### src/rtl/shift_sequencer.sv
// Command sequencer for a 4-bit shift register: one parallel load, then N timed or stepped shifts.
// Define SHIFT_SEQ_DEBOUNCE_EN to insert a 2^16-clock debouncer on the step button.
module shift_sequencer #(
    parameter int TICK_DIV = 4,
    parameter int CNT_W    = 3
) (
    input  logic             clock,
    input  logic             resetN,
    input  logic             start,
    input  logic [1:0]       cmdMode,
    input  logic [3:0]       cmdData,
    input  logic [CNT_W-1:0] cmdCount,
    input  logic             cmdSerial,
    input  logic             stepMode,
    input  logic             step,
    output logic [1:0]       select,
    output logic [3:0]       loadData,
    output logic             serialOut,
    output logic             busy,
    output logic             done,
    output logic [CNT_W-1:0] remaining
);
    localparam int TICK_W = (TICK_DIV > 2) ? $clog2(TICK_DIV) : 1;
    localparam logic [TICK_W-1:0] TICK_LAST = TICK_W'(TICK_DIV - 1);

    localparam logic [1:0] MODE_HOLD  = 2'b00;
    localparam logic [1:0] MODE_LOAD  = 2'b01;
    localparam logic [1:0] MODE_RIGHT = 2'b10;

    typedef enum logic [2:0] {
        S_IDLE,
        S_LOAD,
        S_WAIT,
        S_SHIFT,
        S_DONE
    } state_t;

    state_t state, state_nx;

    logic [1:0]        mode_q, mode_nx;
    logic              serial_q, serial_nx;
    logic              step_mode_q, step_mode_nx;
    logic [TICK_W-1:0] tick, tick_nx;
    logic [1:0]        select_nx;
    logic [3:0]        load_nx;
    logic              serial_out_nx, busy_nx, done_nx;
    logic [CNT_W-1:0]  rem_nx;

    // Step button: two-flop synchroniser, optional debounce, rising-edge detect.
    logic step_meta, step_sync, step_level, step_prev, step_rise;

    // NOTE: sequential state uses non-blocking (<=) so every flop samples pre-edge values.
    always_ff @(posedge clock or negedge resetN) begin
        if (!resetN) begin
            step_meta <= 1'b0;
            step_sync <= 1'b0;
        end else begin
            step_meta <= step;
            step_sync <= step_meta;
        end
    end

`ifdef SHIFT_SEQ_DEBOUNCE_EN
    logic [15:0] db_count;
    logic        db_level;

    always_ff @(posedge clock or negedge resetN) begin
        if (!resetN) begin
            db_count <= '0;
            db_level <= 1'b0;
        end else if (step_sync == db_level) begin
            db_count <= '0;
        end else if (db_count == 16'hFFFF) begin
            db_level <= step_sync;
            db_count <= '0;
        end else begin
            db_count <= db_count + 16'd1;
        end
    end

    assign step_level = db_level;
`else
    assign step_level = step_sync;
`endif

    always_ff @(posedge clock or negedge resetN) begin
        if (!resetN) step_prev <= 1'b0;
        else         step_prev <= step_level;
    end

    // Edges are only consumed in WAIT; elsewhere they simply go unused.
    assign step_rise = step_level & ~step_prev;

    always_ff @(posedge clock or negedge resetN) begin
        if (!resetN) begin
            state       <= S_IDLE;
            mode_q      <= MODE_HOLD;
            serial_q    <= 1'b0;
            step_mode_q <= 1'b0;
            tick        <= '0;
            select      <= 2'b00;
            loadData    <= 4'h0;
            serialOut   <= 1'b0;
            busy        <= 1'b0;
            done        <= 1'b0;
            remaining   <= '0;
        end else begin
            state       <= state_nx;
            mode_q      <= mode_nx;
            serial_q    <= serial_nx;
            step_mode_q <= step_mode_nx;
            tick        <= tick_nx;
            select      <= select_nx;
            loadData    <= load_nx;
            serialOut   <= serial_out_nx;
            busy        <= busy_nx;
            done        <= done_nx;
            remaining   <= rem_nx;
        end
    end

    // Outputs are computed for the state being entered so the registered values line up with it.
    always_comb begin
        // NOTE: every variable gets a default first so no path can infer a latch.
        state_nx      = state;
        mode_nx       = mode_q;
        serial_nx     = serial_q;
        step_mode_nx  = step_mode_q;
        tick_nx       = tick;
        select_nx     = 2'b00;
        load_nx       = loadData;
        serial_out_nx = 1'b0;
        busy_nx       = 1'b0;
        done_nx       = 1'b0;
        rem_nx        = remaining;

        unique case (state)
            S_IDLE: begin
                if (start) begin
                    mode_nx      = cmdMode;
                    serial_nx    = cmdSerial;
                    step_mode_nx = stepMode;
                    busy_nx      = 1'b1;
                    if (cmdMode == MODE_HOLD) begin
                        state_nx = S_DONE;
                        done_nx  = 1'b1;
                    end else begin
                        state_nx  = S_LOAD;
                        select_nx = MODE_LOAD;
                        load_nx   = cmdData;
                        rem_nx    = cmdCount;
                    end
                end
            end

            S_LOAD: begin
                busy_nx = 1'b1;
                if (mode_q == MODE_LOAD || remaining == '0) begin
                    state_nx = S_DONE;
                    done_nx  = 1'b1;
                end else begin
                    state_nx = S_WAIT;
                    tick_nx  = '0;
                end
            end

            S_WAIT: begin
                busy_nx = 1'b1;
                if (step_mode_q ? step_rise : (tick == TICK_LAST)) begin
                    state_nx      = S_SHIFT;
                    select_nx     = mode_q;
                    serial_out_nx = (mode_q == MODE_RIGHT) ? serial_q : 1'b0;
                    if (remaining != '0) rem_nx = remaining - CNT_W'(1);
                end else if (!step_mode_q) begin
                    tick_nx = tick + TICK_W'(1);
                end
            end

            S_SHIFT: begin
                busy_nx = 1'b1;
                if (remaining == '0) begin
                    state_nx = S_DONE;
                    done_nx  = 1'b1;
                end else begin
                    state_nx = S_WAIT;
                    tick_nx  = '0;
                end
            end

            S_DONE: begin
                state_nx = S_IDLE;
            end

            default: begin
                state_nx = S_IDLE;
            end
        endcase
    end

endmodule

### config.mk
export PLATFORM = sky130hd
export DESIGN_NAME = shift_sequencer
export DESIGN_NICKNAME = d
export VERILOG_FILES = /design/src/rtl/shift_sequencer.sv
export SDC_FILE = /design/constraint.sdc
export NUM_CORES = 1
export LEC_CHECK = 0
export ABC_AREA = 1
export BUFFER_PORTS_ARGS = -buffer_cell sky130_fd_sc_hd__buf_4
export CAP_MARGIN = 30
export CELL_PAD_IN_SITES_DETAIL_PLACEMENT = 1
export CELL_PAD_IN_SITES_GLOBAL_PLACEMENT = 2
export CORE_MARGIN = 4
export CORE_UTILIZATION = 31
export CTS_CLUSTER_DIAMETER = 50
export DETAILED_ROUTE_END_ITERATION = 10
export GPL_ROUTABILITY_DRIVEN = 0
export PLACE_DENSITY_LB_ADDON = 0.1
export SYNTH_ARGS = -nofsm -noshare
export SYNTH_HDL_FRONTEND = slang
export SYNTH_SLANG_ARGS = --single-unit
### constraint.sdc
create_clock -name clock -period 1.5 [get_ports clock]
set_clock_uncertainty 0.05 [all_clocks]
set_input_delay 0.15 -clock clock [delete_from_list [all_inputs] [get_ports clock]]
set_output_delay 0.15 -clock clock [all_outputs]
set_load 0.005 [all_outputs]
==> results by stage, run 1 <==
Setup path:
- Of all nets on the critical path, the largest fanout is 4.
- The type of the worst setup path is reg2reg.
- The number of cell instances on the worst register-to-register path is 8.
- The minimum setup slack among reg-to-reg paths is 0.12 ns.
- The worst register-to-register path begins at remaining[0]$_DFFE_PN0P_.
- The endpoint identified for the worst register-to-register timing path is remaining[1]$_DFFE_PN0P_.
- STA puts the critical path data required time at 1.61 ns.
- The worst setup path is launched from a register.
- The worst setup path is captured at a register.
- The signal arrival time at the worst endpoint is 1.49 ns.

Timing:
- The count of final max-slew check failures is 0.
- The total count of hold-check failures in the final report is 0.
- The final critical path time including I/O delays and setup is 1.38 ns.
- Setup repair after global routing left no endpoint under its margin.
- The final hold slack is 0.0237 ns.
- The total setup violations reported at the end of the flow is 0.
- The setup TNS after final layout is 0 ns.
- The slew of the pin with the lowest slew margin is 0.319 ns.
- The headroom to the max-slew limit is 0.787.
- In the finished design, the share of the clock period the worst path needs comes to 0.921.
- The final worst setup slack is 0.118 ns.
- The achievable frequency is 724 MHz.

Routing:
- Using the TritonRoute via totals, the vias-per-cell ratio works out to 4.40.
- The detailed-route via count is 910.
- The remaining routing DRC violations is 0.
- The number of design-rule violations left by the first detailed-router iteration is 12.
- For this block, the routed nets add up to 2710 um of wire.
- The detail route stage leaves a number of antenna-violating nets equal to 0.
- After detailed routing, the average wire length per cell comes to 13.1 um.
- The first TritonRoute pass finished after 4 iterations.

Cells and area:
- In the layout the commonest cells are nand2_1, buf_4, dfrtp_1.
- The final core utilization is 0.434.
- The net count of the finished layout is 181.
- The number of fill cells in the layout is 410.
- The repair_antennas step left the layout with diodes totalling 0.
- The fraction of layout instances using a drive strength above 1 is 0.311.
- Compared with the post-synthesis result, the final layout area differs by 29.9%.
- The library cell used most frequently in the layout, excluding fill and tap cells, is nand2_1.
- The finished layout holds 207 standard cells, fillers aside.
- The finished cells cover 1510 um^2.

CTS:
- Clock tree synthesis selected as its root buffer the cell clkbuf_8.
- After clock tree synthesis, the clock-pin slew on the worst setup and hold paths is 0.10 ns.
- CTS saw 24 sinks.
- The TritonCTS clock tree is built.
- The later pin in the worst-skew pair is clocked with a latency of 0.27 ns.
- The number of buffers created by CTS is 3.
- In this run the number of H-tree levels came out at 1.
- The buffer depth of the longest clock path is 2.

Hold path:
- The count of cells along the worst hold path is 3.
- The end of the worst hold path is serial_q$_DFFE_PN0P_.
- The launch instance of the worst min-delay path is cmdSerial.
- The worst hold path belongs to the class in2reg.

Logic synthesis:
- Synthesis instantiated 22 different standard cells from the library.
- A synthesized cell averages 8.99 um^2.
- The Yosys step of the flow raised 0 warnings.
- The count of mapped cells out of synthesis is 129.
- Summing every instance area after synthesis gives 1160 um^2.
- The share of synthesized area occupied by flip-flops and latches is 0.518.
- Counting flops and latches in the post-synthesis netlist gives 24.
- When the netlist entered floorplanning its net count stood at 148.

GRT:
- The initial antenna violation count was 0.
- For this run the aggregate overflow at the end of global routing stands at 0.
- In the global route stage, overall resource usage came out at 0.122.
- The via count of the first global-routing pass came to 1015.
- The maximum number of pins on one net before global-route repair is 25.
- The first global-routing pass estimated 4750 um of wire.

Placed design:
- The total cell area at the placement stage is 1410 um^2.
- Detailed placement ended at an HPWL of 2020 um.
- The total instance count after detailed placement is 201.
- At the placement stage, the worst setup path has a slack of 0.118 ns.
- Port buffering added 26 buffers.

Floorplanning:
- The number of primary I/O pins is 27.
- The die is 69.2 um tall.
- The effective utilization at floorplan is 0.334.
- The area of the die is 4780 um^2.
- In this run the core area contains 21 standard-cell rows.
- The width of the die is 69.2 um.
- The floorplan core area is 3470 um^2.

Power:
- The sum of internal, switching and leakage power is 3.03 mW.
- The leakage power is 0.787 nW.
- Across the VDD grid, the largest voltage drop is 0.000730 V.
- In this run the power density over the cells is 2010 nW/um^2.

Flow run:
- Max-cap violations in this run came to 0.

Outcome:
- The run finished with clean final reports.
## what timing repair did
item                                    4_1_cts  5_1_grt
endpoints found under the setup margin        0        3
endpoints found under the hold margin        25        0
setup buffers                                 0        0
hold buffers                                  2        0
gates resized for setup                       0        1
## area by class of cell
class,count,area (um^2),share of cell area
Sequential cell,24,601,0.399
Timing Repair Buffer,28,215,0.143
Clock buffer,3,41.3,0.0274
Multi-Input combinational cell,86,490,0.326
Clock inverter,1,30.0,0.0199
Tap cell,46,57.6,0.0382
Inverter,19,71.3,0.0473
## metal layers
layer,track usage,routed length [um]
met4,0.0456,22
met1,0.160,1330
met3,0.0203,66
met5,0,0
met2,0.199,1290
## cell families after synthesis
kind of cell,Yosys count,share of synthesized area
fa+ha+maj,4,0.0432
simple gates,66,0.298
xor+xnor,1,0.00755
buf+inv,19,0.0615
compound gates,15,0.0723
flops,24,0.518
## cell usage after synthesis
library cell,count,area (um^2)
nand2_1,36,135
dfrtp_1,24,601
inv_1,15,56.3
nand3_1,9,45.0
o21ai_0,8,40.0
nor2_4,5,56.3
ha_1,4,50.1
inv_2,4,15.0
nor2_1,4,15.0
o21ai_1,4,20.0
nor2_2,3,18.8
nand2_2,2,12.5
o21ai_2,2,17.5
a31oi_1,1,6.26
and3_1,1,6.26
nand2_4,1,11.3
nand3_2,1,10.0
nand3_4,1,17.5
nand4_1,1,6.26
nor3_1,1,5.00
or2_0,1,6.26
xor2_1,1,8.76
## worst max-delay path, cell delays in order (launching register included)
cell	delay [ns]
dfrtp_1	0.39
inv_1	0.09
ha_1	0.22
nand2_2	0.09
nor2_1	0.07
nor2_4	0.15
nand3_2	0.10
nand2_1	0.07
nand2_1	0.05
## sequential cells by signal, summed over array words and instances, names as in the netlist
register / count
busy: 1
done: 1
loadData: 4
mode_q: 2
remaining: 3
select: 2
serialOut: 1
serial_q: 1
state: 3
step_level: 1
step_meta: 1
step_mode_q: 1
step_prev: 1
tick: 2
## how the worst max path moves through the flow
stage	end	startpoint
floorplan	remaining[2]$_DFFE_PN0P_	remaining[0]$_DFFE_PN0P_
global placement	remaining[0]$_DFFE_PN0P_	remaining[0]$_DFFE_PN0P_
detailed placement	remaining[1]$_DFFE_PN0P_	remaining[0]$_DFFE_PN0P_
CTS	remaining[1]$_DFFE_PN0P_	remaining[0]$_DFFE_PN0P_
global route	remaining[0]$_DFFE_PN0P_	remaining[0]$_DFFE_PN0P_
finish	remaining[1]$_DFFE_PN0P_	remaining[0]$_DFFE_PN0P_
## report_power, final
group	internal, mW	total, mW	switching, mW
registers	0.897	1.10	0.202
clock network	0.357	0.582	0.225
logic	0.550	1.35	0.798
No activity file was read; power rests on OpenSTA's default activity.
==> run 2, diff against run 1 <==
ABC_AREA = 0   (was 1)
CORE_UTILIZATION = 33   (was 31)
==> run 2 against run 1 <==
The flow now finishes with violations (negative setup slack). Combinational power increased by 21%. Final cell count decreased by 7.7%. Non-clock buffer count increased by 31. Utilization increased by 12 points. Global-route usage increased by 1.8 points. Fmax decreased by 15%. Sequential power decreased by 5%. Critical endpoint unchanged.
==> results by stage, run 2 <==
Timing:
- The total count of hold-check failures in the final report is 0 (unchanged).
- The final critical path time including I/O delays and setup is 1.63 ns (was 1.38 ns).
- The final hold slack is 0.0137 ns (was 0.0237 ns).
- Unrepaired setup endpoints after global routing: yes (was no).
- The headroom to the max-slew limit is 0.796 (was 0.787).
- The final clock period utilization by the worst path is 1.08 (was 0.921).
- The count of final max-slew check failures was 0 (unchanged).
- The achievable frequency is 614 MHz (was 724 MHz).
- The setup TNS after final layout came to -0.887 ns (was 0 ns).
- The total setup violations reported at the end of the flow came to 9 (was 0).
- The final worst setup slack is -0.127 ns (was 0.118 ns).
- The slew of the pin with the lowest slew margin is 0.306 ns (was 0.319 ns).

GRT:
- The global-route congestion overflow total is 0 (unchanged).
- The via count of the first global-routing pass is 997 (was 1015).
- The maximum number of pins on one net before global-route repair is 25 (unchanged).
- The global-route wire length before repair is 4570 um (was 4750 um).
- The initial antenna violation count is 0 (unchanged).
- The overall global routing resource usage is 0.140 (was 0.122).

Logic synthesis:
- The adder and majority gate portion of the synthesized area was 0.0457 (was 0.0431).
- The number of enable flip-flop cells after synthesis came to 0 (unchanged).
- The post-synthesis async set-or-reset flop share is 1.00 (unchanged).
- The fraction of post-synthesis cell area in the top cell type by area is 0.548 (was 0.518).
- Leading cell types by total area after synthesis: dfrtp_1, mux2_1, ha_1 (was dfrtp_1, nand2_1, inv_1).
- The count of mapped cells out of synthesis is 87 (was 129).
- The library cell with the largest summed area after synthesis is dfrtp_1 (unchanged).
- The share of the synthesized area in compound gates (AO/OA/AOI/OAI) is 0.103 (was 0.0723).
- The area fraction in and, or, nand and nor cells after synthesis is 0.154 (was 0.298).
- The number of nets produced by synthesis is 106 (was 148).
- The share of synthesized area occupied by flip-flops and latches is 0.548 (was 0.518).
- The main combinational cell family by area after synthesis is simple AND/OR/NAND/NOR gates (unchanged).
- The flip-flop and latch count after synthesis came to 24 (unchanged).
- The post-synthesis xor/xnor area fraction was 0 (was 0.00755).
- The count of cell types in the netlist is 30 (was 22).
- The count of yosys warnings during synthesis is 0 (unchanged).
- Commonest cells in the synthesized netlist: dfrtp_1, mux2_1, inv_1, nand2_1 (was nand2_1, dfrtp_1, inv_1, nand3_1, o21ai_0).
- The average cell area after synthesis is 12.6 um^2 (was 8.99 um^2).
- The most frequently used flop master after synthesis was dfrtp_1 (unchanged).
- The most instantiated library cell after synthesis is dfrtp_1 (was nand2_1).
- The cell area after synthesis is 1100 um^2 (was 1160 um^2).
- The multiplexer share of the synthesized area was 0.104 (was 0).

Setup path:
- The signal arrival time at the worst endpoint came to 1.79 ns (was 1.49 ns).
- The most repeated library cell on the critical path is buf_6 (was nand2_1).
- The slowest cell on the critical path is dfrtp_1 (unchanged).
- The capturing element type of the critical path is a register (unchanged).
- CP cell instances: buf_6 > nor4b_4 > and2b_2 > buf_6 > a21oi_4 > mux2_4 (was inv_1 > ha_1 > nand2_2 > nor2_1 > nor2_4 > nand3_2 > nand2_1 > nand2_1).
- The minimum setup slack among reg-to-reg paths came to -0.13 ns (was 0.12 ns).
- The data required time of the worst path is 1.67 ns (was 1.61 ns).
- The stage delay of the slowest cell on the critical path is 0.43 ns (was 0.39 ns).
- The type of the worst setup path is reg2reg (unchanged).
- The launching element type of the critical path is a register (unchanged).
- The family with the most delay on the worst path is simple AND/OR/NAND/NOR gates (unchanged).
- The highest net fanout along the worst path is 3 (was 4).
- The sum of buffers and inverters on the critical path is 2 (was 1).

Cells and area:
- The layout overhead on the synthesized area came to 56.3% (was 29.9%).
- The largest register by flop count is loadData (unchanged).
- The number of fill cells in the layout is 338 (was 410).
- The net count of the finished layout is 167 (was 181).
- The area taken by flip-flops and latches is 601 um^2 (unchanged).
- The number of flip-flops under the largest register name is 4 (unchanged).
- Registers with the highest flip-flop counts: loadData x4, remaining x3, state x3 (unchanged).
- The multi-input combinational cell area is 498 um^2 (was 490 um^2).
- Commonest non-fill, non-tap cells in the layout: buf_4, dfrtp_1, dlygate4sd3_1 (was nand2_1, buf_4, dfrtp_1).
- The number of standard cells in the layout, taps in and fillers out came to 191 (was 207).
- The most common cell after layout, fill and taps aside is buf_4 (was nand2_1).
- The fraction of layout instances using a drive strength above 1 was 0.503 (was 0.311).
- The total inserted antenna cells came to 0 (unchanged).

Power:
- The leakage power is 0.861 nW (was 0.787 nW).
- The sum of internal, switching and leakage power came to 3.17 mW (was 3.03 mW).
- The power density normalized to cell area came to 1850 nW/um^2 (was 2010 nW/um^2).
- The maximum ir drop on the vdd rail is 0.00105 V (was 0.000730 V).

CTS:
- The number of sinks on the clock net is 24 (unchanged).
- The buffer depth of the longest clock path is 2 (unchanged).
- The TritonCTS clock tree is built (unchanged).
- The clock root buffer is clkbuf_4 (was clkbuf_8).
- The worst-skew pair later-pin latency was 0.32 ns (was 0.27 ns).
- The deepest level of the CTS H-tree is 1 (unchanged).
- The number of buffers created by CTS is 3 (unchanged).
- The clock-pin slew reported for the worst setup and hold paths after clock tree synthesis came to 0.13 ns (was 0.10 ns).

Routing:
- The post-detailed-route via-to-cell ratio is 4.53 (was 4.40).
- The number of design-rule violations left by the first detailed-router iteration is 26 (was 12).
- The detailed-route wire length is 2690 um (was 2710 um).
- The detailed-route wire length per cell is 14.1 um (was 13.1 um).
- The antenna violation net count after detailed routing was 0 (unchanged).
- The detailed-router iteration count before antenna repair is 4 (unchanged).
- The detailed-route via count is 865 (was 910).
- The remaining routing DRC violations is 0 (unchanged).

Floorplanning:
- The height of the die is 65.6 um (was 69.2 um).
- The number of primary I/O pins came to 27 (unchanged).
- The number of rows created at floorplan is 20 (was 21).
- The effective utilization at floorplan is 0.353 (was 0.334).
- The width of the die is 65.6 um (was 69.2 um).
- The floorplan core area came to 3100 um^2 (was 3470 um^2).
- The area of the die came to 4310 um^2 (was 4780 um^2).

Hold path:
- The class of the most critical hold timing path was in2reg (unchanged).

Flow run:
- The max-capacitance violation count was 0 (unchanged).

Placed design:
- The HPWL reported at the end of detailed placement is 1920 um (was 2020 um).
- The total instance count after detailed placement is 173 (was 201).
- The quantity of I/O buffers inserted on ports is 26 (unchanged).

Outcome:
- Result of the run: finished, violations left (was completed).
- The final reports fail on negative setup slack.
[run 2: where the power goes]
group / internal (mW) / total, mW / switching (mW)
logic: 0.978 / 1.64 / 0.666
registers: 0.891 / 1.05 / 0.161
clock network: 0.270 / 0.472 / 0.202
total: 2.14 / 3.17 / 1.03
[run 2: final cells by class]
cell class                      instances  share of cell area
Inverter                                6              0.0131
Clock buffer                            3              0.0131
Sequential cell                        24               0.351
Clock inverter                          1              0.0175
Timing Repair Buffer                   59               0.283
Multi-Input combinational cell         54               0.291
Tap cell                               44              0.0321
[run 2: metal layers]
layer / share of wire / routed length [um] / up-vias / track usage
met5: 0 / 0 / - / 0
met4: 0.012 / 31 / 0 / 0.0544
met3: 0.040 / 108 / 4 / 0.0239
met2: 0.52 / 1390 / 17 / 0.244
met1: 0.43 / 1150 / 424 / 0.169
li1: - / - / 420 / -
[run 2: cells by family (layout without fill, tap and decap cells)]
kind of cell	Yosys count	after routing
AOI/OAI and AO/OA	15	15
DFF	24	24
and+or+nand+nor	25	25
adders and majority gates	4	4
buffers and inverters	9	69
muxes	10	10
[run 2: timing repair]
item	in CTS	in global routing
setup buffers	3	3
gates resized for setup	10	8
setup endpoints to repair	18	15
hold buffers	8	1
endpoints found under the hold margin	31	1
pin swaps	6	2
[run 2: through the flow]
step	util	instance area [um^2]	setup slack, ns
floorplan	-	1110	-0.142
detailed placement	0.473	1470	-0.175
finish	0.552	1710	-0.127
global placement	0.473	1470	-0.125
CTS	0.532	1650	-0.131
global route	0.552	1710	-0.168
[run 2: tightest hold or removal path, delay by kind of cell]
kind                   cells  cell delay, ns
AO/OA/AOI/OAI              1            0.07
buffers and inverters      1            0.09
AND/OR/NAND/NOR            1            0.04
[run 2: path summary, 6_finish.rpt]
check / cells after the start / from / end
max reg2reg: 6 / state[2]$_DFFE_PN0P_ / remaining[1]$_DFFE_PN0P_
max: 6 / state[2]$_DFFE_PN0P_ / remaining[1]$_DFFE_PN0P_
min in group asynchronous: 2 / resetN / select[0]$_DFF_PN0_
min: 3 / cmdMode[1] / mode_q[1]$_DFFE_PN0P_
max in group asynchronous: 2 / resetN / state[2]$_DFFE_PN0P_
min reg2reg: 0 / step_meta$_DFF_PN0_ / step_level$_DFF_PN0_
==> run 3, diff against run 2 <==
ABC_AREA = 1   (was 0)
BUFFER_PORTS_ARGS = default   (was -buffer_cell sky130_fd_sc_hd__buf_4)
CORE_UTILIZATION = 36   (was 33)
DONT_BUFFER_PORTS = 1   (was default)
HOLD_SLACK_MARGIN = 0.02   (was default)
==> run 3 against run 2 <==
Non-clock buffer count down 46. Via count down 0.69%. Clock power up 0.8%. The run now ends clean. Final cell count shrank 0.52%. Largest cell class unchanged.
==> results by stage, run 3 (synthesized netlist as in run 1, its figures left out) <==
Timing:
- The final clock period utilization by the worst path is 0.893 (was 1.08).
- The slew of the pin with the lowest slew margin came to 0.265 ns (was 0.306 ns).
- The headroom to the max-slew limit came to 0.823 (was 0.796).
- The count of final max-slew check failures is 0 (unchanged).
- The total setup violations reported at the end of the flow is 0 (was 9).
- Unrepaired setup endpoints after global routing: no (was yes).
- The achievable frequency is 747 MHz (was 614 MHz).
- The setup TNS after final layout is 0 ns (was -0.887 ns).
- The final critical path time including I/O delays and setup was 1.34 ns (was 1.63 ns).
- The final hold slack is 0.0299 ns (was 0.0137 ns).
- The total count of hold-check failures in the final report is 0 (unchanged).

Setup path:
- The startpoint of the worst-slack reg-to-reg timing path is remaining[1]$_DFFE_PN0P_ (was state[2]$_DFFE_PN0P_).
- The data required time of the worst path is 1.67 ns (about the same).
- The minimum setup slack among reg-to-reg paths is 0.16 ns (was -0.13 ns).
- The critical register-to-register path endpoint is remaining[2]$_DFFE_PN0P_ (was remaining[1]$_DFFE_PN0P_).
- The number of cell instances on the worst register-to-register path is 8 (was 6).
- The signal arrival time at the worst endpoint was 1.51 ns (was 1.79 ns).
- The type of the worst setup path is reg2reg (unchanged).
- The capturing element type of the critical path is a register (unchanged).
- The launching element type of the critical path is a register (unchanged).
- The highest net fanout along the worst path is 4 (was 3).

GRT:
- The global-route congestion overflow total is 0 (unchanged).
- The global-route wire length before repair is 4440 um (was 4570 um).
- The maximum number of pins on one net before global-route repair is 25 (unchanged).
- The initial antenna violation count is 0 (unchanged).
- The via count of the first global-routing pass came to 914 (was 997).
- The overall global routing resource usage was 0.137 (was 0.140).

Routing:
- The detailed-router iteration count before antenna repair is 2 (was 4).
- The antenna violation net count after detailed routing is 0 (unchanged).
- The detailed-route wire length was 2440 um (was 2690 um).
- The detailed-route wire length per cell came to 12.9 um (was 14.1 um).
- The number of design-rule violations left by the first detailed-router iteration is 24 (was 26).
- The remaining routing DRC violations was 0 (unchanged).
- The post-detailed-route via-to-cell ratio is 4.52 (was 4.53).
- The detailed-route via count is 859 (was 865).

CTS:
- The deepest level of the CTS H-tree is 1 (unchanged).
- The buffer depth of the longest clock path is 2 (unchanged).
- The buffer count from post-CTS setup fixing is 0 (was 3).
- The number of buffers created by CTS is 3 (unchanged).
- The number of sinks on the clock net is 24 (unchanged).
- The clock-pin slew reported for the worst setup and hold paths after clock tree synthesis was 0.13 ns (about the same).
- The TritonCTS clock tree is built (unchanged).
- The worst-skew pair later-pin latency came to 0.32 ns (about the same).
- The clock root buffer is clkbuf_4 (unchanged).

Cells and area:
- The number of flip-flops under the largest register name is 4 (unchanged).
- The fraction of layout instances using a drive strength above 1 is 0.178 (was 0.503).
- The number of standard cells in the layout, taps in and fillers out is 190 (was 191).
- Commonest non-fill, non-tap cells in the layout: nand2_1, dfrtp_1, inv_1 (was buf_4, dfrtp_1, dlygate4sd3_1).
- The area taken by flip-flops and latches is 601 um^2 (unchanged).
- The layout overhead on the synthesized area came to 21.4% (was 56.3%).
- The area of all placed cells without fillers is 1410 um^2 (was 1710 um^2).
- Registers with the highest flip-flop counts: loadData x4, remaining x3, state x3 (unchanged).
- The total inserted antenna cells is 0 (unchanged).
- The number of fill cells in the layout is 368 (was 338).
- The net count of the finished layout is 166 (was 167).
- The most common cell after layout, fill and taps aside is nand2_1 (was buf_4).
- The final core utilization is 0.457 (was 0.552).
- The multi-input combinational cell area came to 490 um^2 (was 498 um^2).
- The largest register by flop count was loadData (unchanged).

Floorplanning:
- The area of the die is 4190 um^2 (was 4310 um^2).
- The number of primary I/O pins is 27 (unchanged).
- The number of rows created at floorplan is 20 (unchanged).
- The width of the die is 64.8 um (was 65.6 um).
- The floorplan core area was 3080 um^2 (was 3100 um^2).
- The height of the die came to 64.8 um (was 65.6 um).
- The effective utilization at floorplan came to 0.377 (was 0.353).

Flow run:
- The max-capacitance violation count is 0 (unchanged).

Power:
- The power density normalized to cell area is 1940 nW/um^2 (was 1850 nW/um^2).
- The leakage power is 0.702 nW (was 0.861 nW).
- The maximum ir drop on the vdd rail is 0.000795 V (was 0.00105 V).

Placed design:
- The total instance count after detailed placement came to 174 (was 173).
- The total cell area at the placement stage is 1220 um^2 (was 1470 um^2).
- The quantity of I/O buffers inserted on ports is 0 (was 26).
- The HPWL reported at the end of detailed placement was 1840 um (was 1920 um).

Hold path:
- The class of the most critical hold timing path is in2reg (unchanged).
- The end of the worst hold path is remaining[2]$_DFFE_PN0P_ (was mode_q[1]$_DFFE_PN0P_).
- The launch instance of the worst min-delay path is cmdCount[2] (was cmdMode[1]).
- The count of cells along the worst hold path is 4 (was 3).

Outcome:
- Result of the run: completed (was finished, violations left).
run 3: changes by cell type in the layout (fill, tap and decap cells not counted), moves of 4 or more:
| cell | previous run | this run |
|---|---|---|
| nand2_1 | 5 | 35 |
| buf_6 | 5 | 0 |
| buf_4 | 45 | 1 |
| nor2_4 | 1 | 5 |
| inv_1 | 6 | 15 |
| o21ai_0 | 2 | 8 |
| nand3_1 | 0 | 9 |
| mux2_4 | 5 | 0 |
| inv_2 | 0 | 4 |
run 3: what timing repair did:
item | in CTS | in global routing
setup endpoints to repair | 0 | 3
hold buffers | 12 | 0
gates resized for setup | 0 | 1
endpoints found under the hold margin | 36 | 0
run 3: worst max-delay path: stages (launching register included):
cell and delay (ns):
dfrtp_1 0.42, inv_1 0.08, ha_1 0.19, nand2_2 0.09
nor2_1 0.07, nor2_4 0.13, nand3_2 0.10, nand2_1 0.07
nand2_1 0.05
run 3: worst max-delay path by stage:
stage / startpoint / endpoint / depth (start not counted) / slack (ns)
after floorplan: remaining[0]$_DFFE_PN0P_ / remaining[2]$_DFFE_PN0P_ / 8 / 0.24
after global placement: remaining[1]$_DFFE_PN0P_ / remaining[2]$_DFFE_PN0P_ / 8 / 0.17
after detailed placement: remaining[1]$_DFFE_PN0P_ / remaining[2]$_DFFE_PN0P_ / 8 / 0.11
after CTS: remaining[1]$_DFFE_PN0P_ / remaining[2]$_DFFE_PN0P_ / 8 / 0.09
after global routing: remaining[1]$_DFFE_PN0P_ / remaining[0]$_DFFE_PN0P_ / 8 / 0.002
final: remaining[1]$_DFFE_PN0P_ / remaining[2]$_DFFE_PN0P_ / 8 / 0.16
run 3: per-stage QoR:
stage | total power, mW | setup WS, ns
2_1_floorplan | 1.97 | 0.237
3_3_place_gp | 2.21 | 0.171
3_5_place_dp | 2.25 | 0.113
4_1_cts | 2.78 | 0.0914
5_1_grt | 3.04 | 0.00202
6_report | 2.74 | 0.160
run 3: area by class of cell:
| class | count | share of cell area |
|---|---|---|
| clock buffers | 3 | 0.0160 |
| repair buffers | 13 | 0.0978 |
| well taps | 44 | 0.0391 |
| clock inverters | 1 | 0.0213 |
| multi-input cells | 86 | 0.348 |
| flip-flops and latches | 24 | 0.427 |
| inverters | 19 | 0.0507 |
run 3: layer usage:
| layer | share of wire | global-route usage | vias to the layer above |
|---|---|---|---|
| met1 | 0.48 | 0.185 | 399 |
| li1 | - | - | 439 |
| met5 | 0 | 0 | - |
| met3 | 0.048 | 0.0399 | 4 |
| met4 | 0.015 | 0.0475 | 0 |
| met2 | 0.46 | 0.207 | 17 |
run 3: power by group:
| group | switching [mW] | leakage (nW) | internal [mW] |
|---|---|---|---|
| Combinational | 0.728 | 0.373 | 0.424 |
| Sequential | 0.213 | 0.302 | 0.896 |
| Clock | 0.205 | 0.0279 | 0.270 |
